## config.mk

```make
export PLATFORM = sky130hd
export DESIGN_NAME = coin_accumulator
export DESIGN_NICKNAME = d
export VERILOG_FILES = /design/src/rtl/vm_pkg.sv /design/src/rtl/vm_idle_timer.sv /design/src/rtl/coin_accumulator.sv
export SDC_FILE = /design/constraint.sdc
export NUM_CORES = 1
export LEC_CHECK = 0
export BUFFER_PORTS_ARGS = -buffer_cell sky130_fd_sc_hd__buf_2
export CORE_MARGIN = 2
export CORE_UTILIZATION = 60
export DETAILED_ROUTE_END_ITERATION = 8
export PLACE_DENSITY = 0.83
export SLEW_MARGIN = 20
export SYNTH_ARGS = -nofsm -noshare
export SYNTH_HDL_FRONTEND = slang
export SYNTH_SLANG_ARGS = --single-unit
```

## constraint.sdc

```tcl
create_clock -name i_clk -period 4.3 [get_ports i_clk]
set_input_delay 1.075 -clock i_clk [delete_from_list [all_inputs] [get_ports i_clk]]
set_output_delay 1.075 -clock i_clk [all_outputs]
set_load 0.005 [all_outputs]
```

## src/rtl/vm_pkg.sv

```systemverilog
// Shared vending-machine definitions: money width, coin codes, coin values
// and the coin accumulator state encoding.
package vm_pkg;

  localparam int MONEY_W = 6;
  localparam int SUM_W   = MONEY_W + 1;

  localparam logic [1:0] COIN_NONE = 2'b00;
  localparam logic [1:0] COIN_5    = 2'b01;
  localparam logic [1:0] COIN_10   = 2'b10;
  localparam logic [1:0] COIN_25   = 2'b11;

  typedef enum logic [1:0] {
    ST_IDLE    = 2'b00,
    ST_COLLECT = 2'b01,
    ST_REFUND  = 2'b10
  } acc_state_t;

  // Face value of a coin code; the invalid code is worth nothing.
  function automatic logic [MONEY_W-1:0] coin_value(input logic [1:0] code);
    logic [MONEY_W-1:0] value;
    case (code)
      COIN_5:  value = 6'd5;
      COIN_10: value = 6'd10;
      COIN_25: value = 6'd25;
      default: value = 6'd0;
    endcase
    return value;
  endfunction

endpackage

```

## src/rtl/vm_idle_timer.sv

```systemverilog
// Inactivity counter for the coin accumulator; flags the last idle cycle
// before an automatic refund.
module vm_idle_timer #(
  parameter int TIMEOUT_CYCLES = 1000,
  parameter int TMR_W          = 10
) (
  input  logic i_clk,
  input  logic i_resetn,
  input  logic clear,
  input  logic enable,
  output logic terminal
);

  logic [TMR_W-1:0] count_r;

  // Idle count register; clear takes priority over counting.
  always_ff @(posedge i_clk or negedge i_resetn) begin
    if (!i_resetn) begin
      count_r <= {TMR_W{1'b0}};
    end else if (clear) begin
      count_r <= {TMR_W{1'b0}};
    end else if (enable) begin
      count_r <= count_r + {{(TMR_W-1){1'b0}}, 1'b1};
    end else begin
      count_r <= count_r;
    end
  end

  assign terminal = (count_r == TMR_W'(TIMEOUT_CYCLES - 1));

endmodule

```

## src/rtl/coin_accumulator.sv

```systemverilog
// Turns coin strobes into a capped running credit, with refund on request or
// inactivity and clearing when downstream consumes the credit.
module coin_accumulator
  import vm_pkg::*;
#(
  parameter int MAX_CREDIT     = 60,
  parameter int TIMEOUT_CYCLES = 1000,
  parameter int TMR_W          = 10
) (
  input  logic               i_clk,
  input  logic               i_resetn,
  input  logic               i_coin_valid,
  input  logic [1:0]         i_coin,
  input  logic               i_refund,
  input  logic               i_consume,
  output logic [MONEY_W-1:0] o_credit,
  output logic               o_credit_valid,
  output logic               o_coin_reject,
  output logic               o_refund_valid,
  output logic [MONEY_W-1:0] o_refund_amt
);

  acc_state_t         state_r;
  acc_state_t         state_next_s;
  logic [MONEY_W-1:0] credit_r;
  logic [MONEY_W-1:0] credit_next_s;
  logic [MONEY_W-1:0] coin_val_s;
  logic [SUM_W-1:0]   sum_s;
  logic               coin_ok_s;
  logic               accept_s;
  logic               reject_s;
  logic               tmr_clear_s;
  logic               tmr_enable_s;
  logic               tmr_terminal_s;
  logic               credit_valid_r;
  logic               coin_reject_r;
  logic               refund_valid_r;
  logic [MONEY_W-1:0] refund_amt_r;

  // Coin admissibility independent of state; the sum is one bit wider so it cannot wrap.
  always_comb begin
    coin_val_s = coin_value(i_coin);
    sum_s      = {1'b0, credit_r} + {1'b0, coin_val_s};
    coin_ok_s  = i_coin_valid && (i_coin != COIN_NONE) && !i_consume &&
                 (sum_s <= SUM_W'(MAX_CREDIT));
  end

  // Next state and credit; in COLLECT consume beats refund beats coin beats timeout.
  always_comb begin
    state_next_s  = state_r;
    credit_next_s = credit_r;
    accept_s      = 1'b0;
    case (state_r)
      ST_IDLE: begin
        if (coin_ok_s) begin
          accept_s      = 1'b1;
          credit_next_s = sum_s[MONEY_W-1:0];
          state_next_s  = ST_COLLECT;
        end else begin
          credit_next_s = {MONEY_W{1'b0}};
          state_next_s  = ST_IDLE;
        end
      end
      ST_COLLECT: begin
        if (i_consume) begin
          credit_next_s = {MONEY_W{1'b0}};
          state_next_s  = ST_IDLE;
        end else if (i_refund) begin
          state_next_s  = ST_REFUND;
        end else if (coin_ok_s) begin
          accept_s      = 1'b1;
          credit_next_s = sum_s[MONEY_W-1:0];
        end else if (tmr_terminal_s) begin
          state_next_s  = ST_REFUND;
        end else begin
          state_next_s  = ST_COLLECT;
        end
      end
      ST_REFUND: begin
        credit_next_s = {MONEY_W{1'b0}};
        state_next_s  = ST_IDLE;
      end
      default: begin
        credit_next_s = {MONEY_W{1'b0}};
        state_next_s  = ST_IDLE;
      end
    endcase
  end

  // Any strobe not accepted is rejected; the timer only runs across idle COLLECT cycles.
  always_comb begin
    reject_s     = i_coin_valid && !accept_s;
    tmr_clear_s  = accept_s || (state_next_s != ST_COLLECT);
    tmr_enable_s = (state_r == ST_COLLECT);
  end

  vm_idle_timer #(
    .TIMEOUT_CYCLES (TIMEOUT_CYCLES),
    .TMR_W          (TMR_W)
  ) u_idle_timer (
    .i_clk    (i_clk),
    .i_resetn (i_resetn),
    .clear    (tmr_clear_s),
    .enable   (tmr_enable_s),
    .terminal (tmr_terminal_s)
  );

  // State, credit and Moore outputs registered together from the next-state values.
  always_ff @(posedge i_clk or negedge i_resetn) begin
    if (!i_resetn) begin
      state_r        <= ST_IDLE;
      credit_r       <= {MONEY_W{1'b0}};
      credit_valid_r <= 1'b0;
      coin_reject_r  <= 1'b0;
      refund_valid_r <= 1'b0;
      refund_amt_r   <= {MONEY_W{1'b0}};
    end else begin
      state_r        <= state_next_s;
      credit_r       <= credit_next_s;
      credit_valid_r <= (state_next_s == ST_COLLECT);
      coin_reject_r  <= reject_s;
      refund_valid_r <= (state_next_s == ST_REFUND);
      refund_amt_r   <= (state_next_s == ST_REFUND) ? credit_next_s : {MONEY_W{1'b0}};
    end
  end

  assign o_credit       = credit_r;
  assign o_credit_valid = credit_valid_r;
  assign o_coin_reject  = coin_reject_r;
  assign o_refund_valid = refund_valid_r;
  assign o_refund_amt   = refund_amt_r;

endmodule

```

# --- Word-level counts from Yosys, hierarchy flattened ---
# Cells that the tools add are included.
op_classes:
  n_addsub: 2
  n_lt_le_gt_ge: 1
  bitwise_logic: 0
  eq_ne: 8
  mux: 19
  multipliers: 0
  div: 0
  shift: 0
  reduce_logical: 10
ops:
  columns: ["cell", "count"]
  rows:
  - ["$mux 6", 5]
  - ["$mux 10", 2]
  - ["$pmux 5 s3", 1]
  - ["$pmux 6 s2", 1]
  - ["$add 10x1->10 const B", 1]
  - ["$eq 10x10->1 const B", 1]
  - ["$mux 2", 4]
  - ["$add 6x6->7", 1]
  - ["$le 7x6->1 const B", 1]
  - ["$eq 2x1->1 const B", 3]
  - ["$eq 2x2->1 const B", 3]
  - ["$logic_and 1x1->1", 4]
  - ["$mux 1", 4]
  - ["$pmux 2 s2", 1]
  - ["$reduce_bool 2->1", 2]
  - ["$logic_not 1->1", 2]
  - ["$logic_not 2->1", 1]
  - ["$ne 2x1->1 const B", 1]
  - ["$pmux 1 s2", 1]
  - ["$logic_or 1x1->1", 1]
word_totals:
  romBits: 0
  latch_bits: 0
  register_bits: 27
  output_inout_bits: 15
  in_bits: 7
  mem_bits_rw: 0
  elab_cells: 47
  memories: 0

# --- Logic depth before layout (Yosys ltp) ---
# Gate-level depths: netlist of run 1.
logic_depth:
  word_depth: 12
  ltp_mapped: 10
  ltp_nobuf: 9

# --- Cells and area by module ---
# From an unflattened synthesis of run 1, not the netlist that was laid out.
hier_totals:
  hier_cells: 167
  hier_area_um2: 1670.4
modules_own_cells:
  columns: ["mod", "seq_area_each_um2", "area_per_inst_um2", "n_inst", "cells_per_inst"]
  rows:
  - ["coin_accumulator", 425.4, 1143.6, 1, 116]
  - ["vm_idle_timer", 250.2, 526.8, 1, 51]

# --- Worst setup path before layout of run 1 ---
# OpenSTA, ideal clock, no wires.
synth_timing:
  path_kind: "input -> register"
  start: "in i_coin[0]"
  end: "reg refund_amt_r[2] (netlist: o_refund_amt[2])"
  setup_ps: 88
  arrival_ps: 3013
  cell_stages: 10
  slack_ps: 1199
  t_required_ps: 4212
  n_path_buf: 1
  path_cell_list: "ha_1 inv_1 fa_1 nand2b_1 a21oi_1 xor2_1 and4_1 buf_6 or4_4 a22oi_1"
synth_via:
  elab_chain_cells: 11
  elab_cells_between_ends: 22
  classes_between: "add/sub (1); order compare (1); eq/ne (4); mux (12); reduce/logical (4)"
synth_rtl:
  columns: ["item", "line", "source"]
  rows:
  - ["from (decl)", "coin_accumulator.sv:13", "input logic [1:0] i_coin,"]
  - ["$eq 2x2->1 / $eq 2x1->1 (equally long branches)", "vm_pkg.sv:22", "case (code)"]
  - ["$pmux 5 s3", "vm_pkg.sv:22", null]
  - ["$add 6x6->7", "coin_accumulator.sv:43", "sum_s = {1'b0, credit_r} + {1'b0, coin_val_s};"]
  - ["$le 7x6->1", "coin_accumulator.sv:45", "(sum_s <= SUM_W'(MAX_CREDIT));"]
  - ["$logic_and 1x1->1", "coin_accumulator.sv:44", "coin_ok_s = i_coin_valid && (i_coin != COIN_NONE) && !i_consume &&"]
  - ["$mux 2", "coin_accumulator.sv:70", "end else if (coin_ok_s) begin"]
  - ["$mux 2", "coin_accumulator.sv:68", "end else if (i_refund) begin"]
  - ["$mux 2", "coin_accumulator.sv:65", "if (i_consume) begin"]
  - ["$pmux 2 s2", "coin_accumulator.sv:53", "case (state_r)"]
  - ["$eq 2x2->1", "coin_accumulator.sv:123", "refund_amt_r <= (state_next_s == ST_REFUND) ? credit_next_s : {MONEY_W{1'b0}};"]
  - ["$mux 6 *", "coin_accumulator.sv:123", null]
  - ["to (signal assigned)", "coin_accumulator.sv:116", "refund_amt_r <= {MONEY_W{1'b0}};"]
  - ["to (signal assigned)", "coin_accumulator.sv:123", null]
  - ["to (decl)", "coin_accumulator.sv:38", "logic [MONEY_W-1:0] refund_amt_r;"]
# Mark *: on every way between the ends. The rest lies on a longest branch, timed or not.
# A chain may end at the register's enable or synchronous reset.

# --- Worst setup path after layout of run 1 ---
layout_timing:
  start: "in i_coin[0]"
  end: "reg refund_amt_r[3] (netlist: o_refund_amt[3])"
# The elaborated chain is that of the path after synthesis.

==> impl_table.tex, run 1 <==
\begin{tabular}{lr}
\hline
Metric & Value \\
\hline
\multicolumn{2}{l}{\textbf{Floorplan}} \\
Std-Cell Core Area & 0.002276 mm2 \\
Overall die height & 53.61 um \\
Die width & 53.61 um \\
Top-level I/O count & 22 \\
Initial Util & 0.6487 \\
\# rows & 17 \\
Area of the die & 0.002874 mm2 \\
\multicolumn{2}{l}{\textbf{Timing}} \\
Accumulated negative setup slack & 0 ns \\
Final period demand of the worst path & 3.116 ns \\
Final setup skew & 0.004538 ns \\
Final worst path period share & 0.7247 \\
Hold WS & 0.5622 ns \\
Max Clk Rate & 0.3209 GHz \\
Max-slew violation total from the final report & 0 \\
Unrepaired setup endpoints after global routing & false \\
Least-Margin Pin Slew & 0.6706 ns \\
Number of setup violations in the final report & 0 \\
Total count of hold-check failures in the final report & 0 \\
Tightest slew margin relative to the limit & 0.5488 \\
\multicolumn{2}{l}{\textbf{Clock network}} \\
Post-CTS Hold Buffers & 0 \\
Worst-case clock buffer depth & 2 \\
Clock root buffer & sky130\_fd\_sc\_hd\_\_clkbuf\_4 \\
H-tree levels & 1 \\
Number of buffers inserted to repair setup after CTS & 0 \\
Inserted Clock Buffers & 3 \\
Number of clock sinks & 27 \\
CTS tree & yes \\
Clock transition at path regs & 0.13 ns \\
Post-cts resize count & 0 \\
Insertion delay to the later sink of the worst-skew pair & 0.32 ns \\
\multicolumn{2}{l}{\textbf{Status}} \\
Outcome & complete, no violations \\
\multicolumn{2}{l}{\textbf{Global routing}} \\
Met1 Resource Use GR & 0.3662 \\
Wire length of the first global-routing pass & 5285 um \\
Met3 usage in global routing & 0.03611 \\
Global-route met2 utilization & 0.3930 \\
Layer carrying the most global-route usage & met2 \\
Global routing usage summed across all routing layers & 0.2534 \\
Via count of the first global-routing pass & 1,195 \\
Pin count of the biggest net entering global routing & 28 \\
GRT Residual Overflow & 0 \\
Number of antenna violations at the first check in global routing & 0 \\
\multicolumn{2}{l}{\textbf{Synth}} \\
Number of enable-type register cells in the synthesized netlist & 0 \\
Proportion of register bits with asynchronous set or reset after synthesis & 1.000 \\
Most common flop cell mapped by yosys & sky130\_fd\_sc\_hd\_\_dfrtp\_1 \\
Gate Count Post-Synth & 149 \\
Post-synthesis cell type count & 38 \\
Synth warnings & 0 \\
Cell area after technology mapping & 0.001476 mm2 \\
Sequential fraction of the synthesis area & 0.4576 \\
Count of state elements after synthesis & 27 \\
Synthesized net count & 163 \\
Syn Area/Cell & 9.909 um2 \\
\multicolumn{2}{l}{\textbf{Setup path}} \\
Data arrival, critical path & 3.35 ns \\
Largest fanout of any net on the critical path & 9 \\
Worst setup path class & in -> reg \\
Launching instance or port of the critical path & i\_coin[0] \\
Required time at the endpoint of the critical path & 4.53 ns \\
Startpoint kind of the worst setup timing path & primary input \\
Critical Path Sink Type & register \\
RR Startpoint & o\_credit[0] \\
\multicolumn{2}{l}{\textbf{Route}} \\
Average wire per cell in the routed design & 15.49 um \\
DRC errors left & 0 \\
Initial DRC count & 40 \\
Vias per std cell & 6.222 \\
Post-Route WL & 3068 um \\
Overall via count from detail\_route & 1,232 \\
First drt pass iteration count & 4 \\
Remaining number of nets flagged by the antenna check after routing & 0 \\
\multicolumn{2}{l}{\textbf{Power}} \\
Max rail drop VDD & 0.1781 mV \\
Total power density per cell area & 263.3 mW/mm2 \\
Pleak & 0.7488 nW \\
\multicolumn{2}{l}{\textbf{Layout}} \\
Share of layout cells above drive strength 1 & 0.1706 \\
Layout overhead on the synthesized area & 9.745\% \\
Antenna diode count & 0 \\
Number of nets in the finished design & 185 \\
\multicolumn{2}{l}{\textbf{Placement}} \\
HPWL after DPL & 2360 um \\
Buffers added on ports & 21 \\
Final GP Congestion & 0.8860 \\
\multicolumn{2}{l}{\textbf{Run}} \\
Max cap viols & 0 \\
\multicolumn{2}{l}{\textbf{Min path}} \\
Tightest Hold Check Type & reg -> reg \\
Beginning of the worst hold path & u\_idle\_timer.count\_r[9] \\
\hline
\end{tabular}
-- flip-flops by register name, summed over array words and instances, names as in the netlist --
signal and cells:
o_refund_valid 1, o_credit_valid 1, o_refund_amt 6, state_r 2, o_coin_reject 1, o_credit 6, u_idle_timer.count_r 10
-- metal layers --
metal	vias up	routed length (um)
met5	-	0
met4	0	31
met3	6	266
met2	69	1452
met1	580	1318
li1	577	-
-- report_power, final --
part	switching [mW]	internal (mW)
clock network	0.0713	0.0363
logic	0.0351	0.0203
registers	0.00454	0.259
total	0.111	0.316
-- cell usage in the layout, fill, tap and decap left out, drive strengths merged --
cell type | Yosys | routed
clkbuf | 2 | 4
nor3 | 4 | 4
nor2 | 18 | 18
a21boi | 1 | 1
and2 | 1 | 1
nor4 | 3 | 3
and4 | 1 | 1
or4b | 1 | 1
nand3 | 6 | 6
nor2b | 2 | 2
nand2b | 3 | 3
or2 | 1 | 1
xor2 | 7 | 7
o21a | 2 | 2
nand4 | 3 | 3
and3 | 1 | 1
dfrtp | 27 | 27
o31a | 1 | 1
o21ai | 3 | 3
a211oi | 1 | 1
xnor2 | 5 | 5
or4 | 1 | 1
buf | 2 | 21
o2111ai | 1 | 1
nand4b | 2 | 2
or3 | 1 | 1
o211ai | 9 | 9
a21oi | 9 | 9
nand3b | 1 | 1
a22oi | 6 | 6
inv | 6 | 6
ha | 6 | 6
fa | 1 | 1
and3b | 1 | 1
nand2 | 10 | 10
-- cells by family (layout without fill, tap and decap cells) --
kind of cell / count (synthesis) / in the layout / share of synthesized area
AO/OA/AOI/OAI: 33 / 33 / 0.1644
XOR/XNOR: 12 / 12 / 0.07119
adder cells (fa/ha/maj): 7 / 7 / 0.06441
buffers and inverters: 10 / 31 / 0.03051
flip-flops: 27 / 27 / 0.4576
AND/OR/NAND/NOR: 60 / 60 / 0.2119
-- worst paths after layout --
kind                                      endpoint  cells past startpoint  slack (ns)
max                                o_refund_amt[3]                     10        1.18
min                        u_idle_timer.count_r[9]                      2        0.56
max reg2reg                        o_refund_amt[3]                      9        1.62
min reg2reg                u_idle_timer.count_r[9]                      2        0.56
max in group asynchronous               state_r[1]                      1        3.20
min in group asynchronous           o_credit_valid                      1        0.73
-- critical path, stage by stage --
cell and delay [ns]:
sky130_fd_sc_hd__buf_2 0.12, sky130_fd_sc_hd__ha_1 0.18, sky130_fd_sc_hd__inv_1 0.06, sky130_fd_sc_hd__fa_1 0.40
sky130_fd_sc_hd__nand2b_1 0.18, sky130_fd_sc_hd__a21oi_1 0.18, sky130_fd_sc_hd__xor2_1 0.24, sky130_fd_sc_hd__and4_1 0.48
sky130_fd_sc_hd__o211ai_1 0.18, sky130_fd_sc_hd__a22oi_1 0.25
-- cell type report --
class                      count  area (um2)
fill                         182       655.6
tap                           28       35.03
timing repair buffer          21       105.1
multi-input combinational    112       755.7
clock buffer                   4       26.28
inverter                       6       22.52
sequential                    27       675.6
-- synth_stat cells (all sizes together) (2+ instances only) --
cell | count | share of area
a21oi | 9 | 0.031
a22oi | 6 | 0.031
buf | 2 | 0.010
clkbuf | 2 | 0.0051
dfrtp | 27 | 0.46
ha | 6 | 0.051
inv | 6 | 0.015
nand2 | 10 | 0.025
nand2b | 3 | 0.013
nand3 | 6 | 0.020
nand4 | 3 | 0.013
nand4b | 2 | 0.012
nor2 | 18 | 0.046
nor2b | 2 | 0.0085
nor3 | 4 | 0.014
nor4 | 3 | 0.013
o211ai | 9 | 0.055
o21a | 2 | 0.010
o21ai | 3 | 0.013
xnor2 | 5 | 0.030
xor2 | 7 | 0.042
-- per-stage QoR --
stage | std cells | setup WS [ns] | power, mW | util | cell area [um2]
3_5_place_dp | 194 | 0.8892 | 0.3232 | 0.7004 | 1594
2_1_floorplan | 149 | 1.199 | 0.3014 | - | 1476
3_3_place_gp | 194 | 0.9555 | 0.3212 | 0.7004 | 1594
5_1_grt | 198 | 0.9606 | 0.4456 | 0.7119 | 1620
4_1_cts | 198 | 1.221 | 0.4283 | 0.7119 | 1620
6_report | 198 | 1.184 | 0.4267 | 0.7119 | 1620
(Power assumes the default switching activity.)
==> run 2, diff against run 1 <==
--- a/config.mk
+++ b/config.mk
@@ -7,9 +7,9 @@
 export LEC_CHECK = 0
 export BUFFER_PORTS_ARGS = -buffer_cell sky130_fd_sc_hd__buf_2
 export CORE_MARGIN = 2
-export CORE_UTILIZATION = 60
+export CORE_UTILIZATION = 50
 export DETAILED_ROUTE_END_ITERATION = 8
-export PLACE_DENSITY = 0.83
+export PLACE_DENSITY = 0.74
 export SLEW_MARGIN = 20
 export SYNTH_ARGS = -nofsm -noshare
 export SYNTH_HDL_FRONTEND = slang
==> constraint.sdc (replaced) <==
create_clock -name i_clk -period 2.7 [get_ports i_clk]
set_input_delay 0.675 -clock i_clk [delete_from_list [all_inputs] [get_ports i_clk]]
set_output_delay 0.675 -clock i_clk [all_outputs]
set_load 0.005 [all_outputs]
==> run 2 against run 1 <==
  * Sequential cell count unchanged
  * Critical path depth did not move
  * Count of clock-buffer cells in the layout down 1
  * Clock skew shrank 0.0012 ns
  * Sequential share of layout area is 3.5 points lower
  * Wire length rose by 3.2%
  * Total power is 66% higher
  * Final cell count is 11% higher
  * Register-to-register slack got worse by 1.4 ns
  * Worst hold slack lost 0.25 ns
  * Global-route usage down 3.2 points
  * Highest routed layer unchanged
==> impl_table.tex, run 2 (same netlist as run 1, synthesis figures left out) <==
\begin{tabular}{lr}
\hline
Metric & Value \\
\hline
\multicolumn{2}{l}{\textbf{Power}} \\
Pleak & 0.8410 nW \\
Sum of internal, switching and leakage power & 0.7085 mW \\
Share of total power in combinational logic & 0.157 \\
Part of the power in registers & 0.593 \\
Part of the total power dissipated in the clock network & 0.251 \\
Switching power total & 0.1888 mW \\
Max rail drop VDD & 0.4153 mV \\
Internal Power & 0.5197 mW \\
Total power density per cell area & 401.0 mW/mm2 \\
Net switching fraction of the power & 0.2665 \\
\multicolumn{2}{l}{\textbf{Layout}} \\
Commonest non-fill, non-tap cells in the layout & sky130\_fd\_sc\_hd\_\_dfrtp\_1 (27), sky130\_fd\_sc\_hd\_\_buf\_2 (21), sky130\_fd\_sc\_hd\_\_nor2\_1 (18), sky130\_fd\_sc\_hd\_\_buf\_4 (18), sky130\_fd\_sc\_hd\_\_nand2\_1 (10) \\
Share of layout cells above drive strength 1 & 0.2660 \\
Layout overhead on the synthesized area & 19.66\% \\
Antenna diode count & 0 \\
Most common cell after layout, fill and taps aside & sky130\_fd\_sc\_hd\_\_dfrtp\_1 \\
Flip-flop count of the largest register, all copies and words added & 10 \\
Number of nets in the finished design & 203 \\
Register with the most flip-flops & u\_idle\_timer.count\_r \\
Final Instance Area & 0.001767 mm2 \\
\multicolumn{2}{l}{\textbf{Setup path}} \\
Slowest stage cell on the critical path & sky130\_fd\_sc\_hd\_\_or4\_4 \\
Reg2reg end & o\_refund\_amt[2] \\
Critical Path Sink Type & register \\
Largest fanout of any net on the critical path & 9 \\
Cells traversed along the worst timing path & buf\_2 -> nand2b\_1 -> inv\_1 -> ha\_1 -> a211oi\_2 -> or4b\_1 -> o2111ai\_1 -> and4\_4 -> or4\_4 -> a22oi\_1 \\
RR Startpoint & o\_credit[0] \\
Max incr delay on CP & 0.49 ns \\
Required time at the endpoint of the critical path & 2.95 ns \\
Cells on worst reg2reg path & 9 \\
Register-to-register setup slack & 0.23 ns \\
Total stage count of the critical path & 10 \\
Data arrival, critical path & 2.81 ns \\
Launching instance or port of the critical path & i\_coin[0] \\
Kind of cell with the highest combined delay on the critical path & simple AND/OR/NAND/NOR gates \\
Setup crit end & o\_refund\_amt[2] \\
Buf/Inv on CP & 2 \\
Startpoint kind of the worst setup timing path & primary input \\
Worst setup path class & in -> reg \\
\multicolumn{2}{l}{\textbf{Run}} \\
Max cap viols & 0 \\
\multicolumn{2}{l}{\textbf{Timing}} \\
Final setup skew & 0.003300 ns \\
Max-slew violation total from the final report & 0 \\
Number of setup violations in the final report & 0 \\
Total count of hold-check failures in the final report & 0 \\
Final worst path period share & 0.9477 \\
Tightest slew margin relative to the limit & 0.5526 \\
Least-Margin Pin Slew & 0.6650 ns \\
Final period demand of the worst path & 2.559 ns \\
Max Clk Rate & 0.3908 GHz \\
Unrepaired setup endpoints after global routing & false \\
\multicolumn{2}{l}{\textbf{Clock network}} \\
Insertion delay to the later sink of the worst-skew pair & 0.33 ns \\
Number of buffers inserted to repair setup after CTS & 0 \\
Number of clock sinks & 27 \\
Clock transition at path regs & 0.14 ns \\
Inserted Clock Buffers & 3 \\
Worst-case clock buffer depth & 2 \\
Clock root buffer & sky130\_fd\_sc\_hd\_\_clkbuf\_4 \\
CTS tree & yes \\
H-tree levels & 1 \\
Post-CTS Hold Buffers & 0 \\
\multicolumn{2}{l}{\textbf{Floorplan}} \\
Std-Cell Core Area & 0.002781 mm2 \\
Overall die height & 58.34 um \\
Die width & 58.34 um \\
Top-level I/O count & 22 \\
\# rows & 19 \\
Area of the die & 0.003404 mm2 \\
Initial Util & 0.5308 \\
\multicolumn{2}{l}{\textbf{Global routing}} \\
Pin count of the biggest net entering global routing & 28 \\
Wire length of the first global-routing pass & 5692 um \\
Number of antenna violations at the first check in global routing & 0 \\
Via count of the first global-routing pass & 1,308 \\
Global routing usage summed across all routing layers & 0.2216 \\
GRT Residual Overflow & 0 \\
\multicolumn{2}{l}{\textbf{Route}} \\
Overall via count from detail\_route & 1,261 \\
Remaining number of nets flagged by the antenna check after routing & 0 \\
Average wire per cell in the routed design & 14.45 um \\
Post-Route WL & 3165 um \\
First drt pass iteration count & 4 \\
DRC errors left & 0 \\
Initial DRC count & 42 \\
Vias per std cell & 5.758 \\
\multicolumn{2}{l}{\textbf{Placement}} \\
Total cell area at the placement stage & 0.001737 mm2 \\
HPWL after DPL & 2513 um \\
Buffers added on ports & 21 \\
Final GP Congestion & 0.8471 \\
\multicolumn{2}{l}{\textbf{Status}} \\
Outcome & complete, no violations \\
\multicolumn{2}{l}{\textbf{Min path}} \\
Tightest Hold Check Type & in -> async \\
\hline
\end{tabular}
-- run 2: cell count changes in the layout (fill, tap and decap cells not counted), sizes merged --
cell | before | now
clkbuf | 4 | 3
clkinv | 0 | 1
buf | 21 | 39
-- run 2: timing repair --
| item | CTS | global route |
|---|---|---|
| setup endpoints to repair | 0 | 17 |
| gates resized for setup | 0 | 2 |
| endpoints found under the hold margin | 0 | 0 |
-- run 2: how the worst min path moves through the flow --
stage,slack (ns),depth (start not counted),end
2_1_floorplan,0.38,0,o_coin_reject
3_3_place_gp,0.54,2,u_idle_timer.count_r[1]
3_5_place_dp,0.55,2,u_idle_timer.count_r[4]
4_1_cts,0.34,1,u_idle_timer.count_r[6]
5_1_grt,0.35,1,o_refund_valid
6_report,0.31,1,u_idle_timer.count_r[6]
-- run 2: layer usage --
layer | GRT usage | routed length, um
met4 | 0.1229 | 85
met3 | 0.02857 | 100
met1 | 0.2746 | 1396
met5 | 0 | 0
met2 | 0.3740 | 1583
-- run 2: final cells by class --
type	instances	area [um2]
multi-input combinational	112	762.0
fill	244	1015
sequential	27	675.6
timing repair buffer	39	240.2
tap	31	38.79
clock buffer	3	22.52
clock inverter	1	5.005
inverter	6	22.52
-- run 2: stage by stage --
step / hold WS, ns / cells / utilization / setup TNS [ns] / setup WS, ns
global placement: 0.5379 / 215 / 0.6244 / -2.652 / -0.1886
global route: 0.3508 / 219 / 0.6352 / 0 / 0.01334
finish: 0.3123 / 219 / 0.6352 / 0 / 0.1412
CTS: 0.3356 / 219 / 0.6343 / 0 / 0.05578
floorplan: 0.3794 / 149 / - / 0 / 0.01939
detailed placement: 0.5522 / 215 / 0.6244 / -5.340 / -0.2953
-- run 2: power by group through the flow --
stage	Clock (mW)	Sequential [mW]	Combinational (mW)
after floorplan	0	0.426	0.0547
after global placement	0	0.427	0.107
after detailed placement	0	0.427	0.111
after CTS	0.179	0.420	0.111
after global routing	0.199	0.421	0.126
final	0.177	0.420	0.111
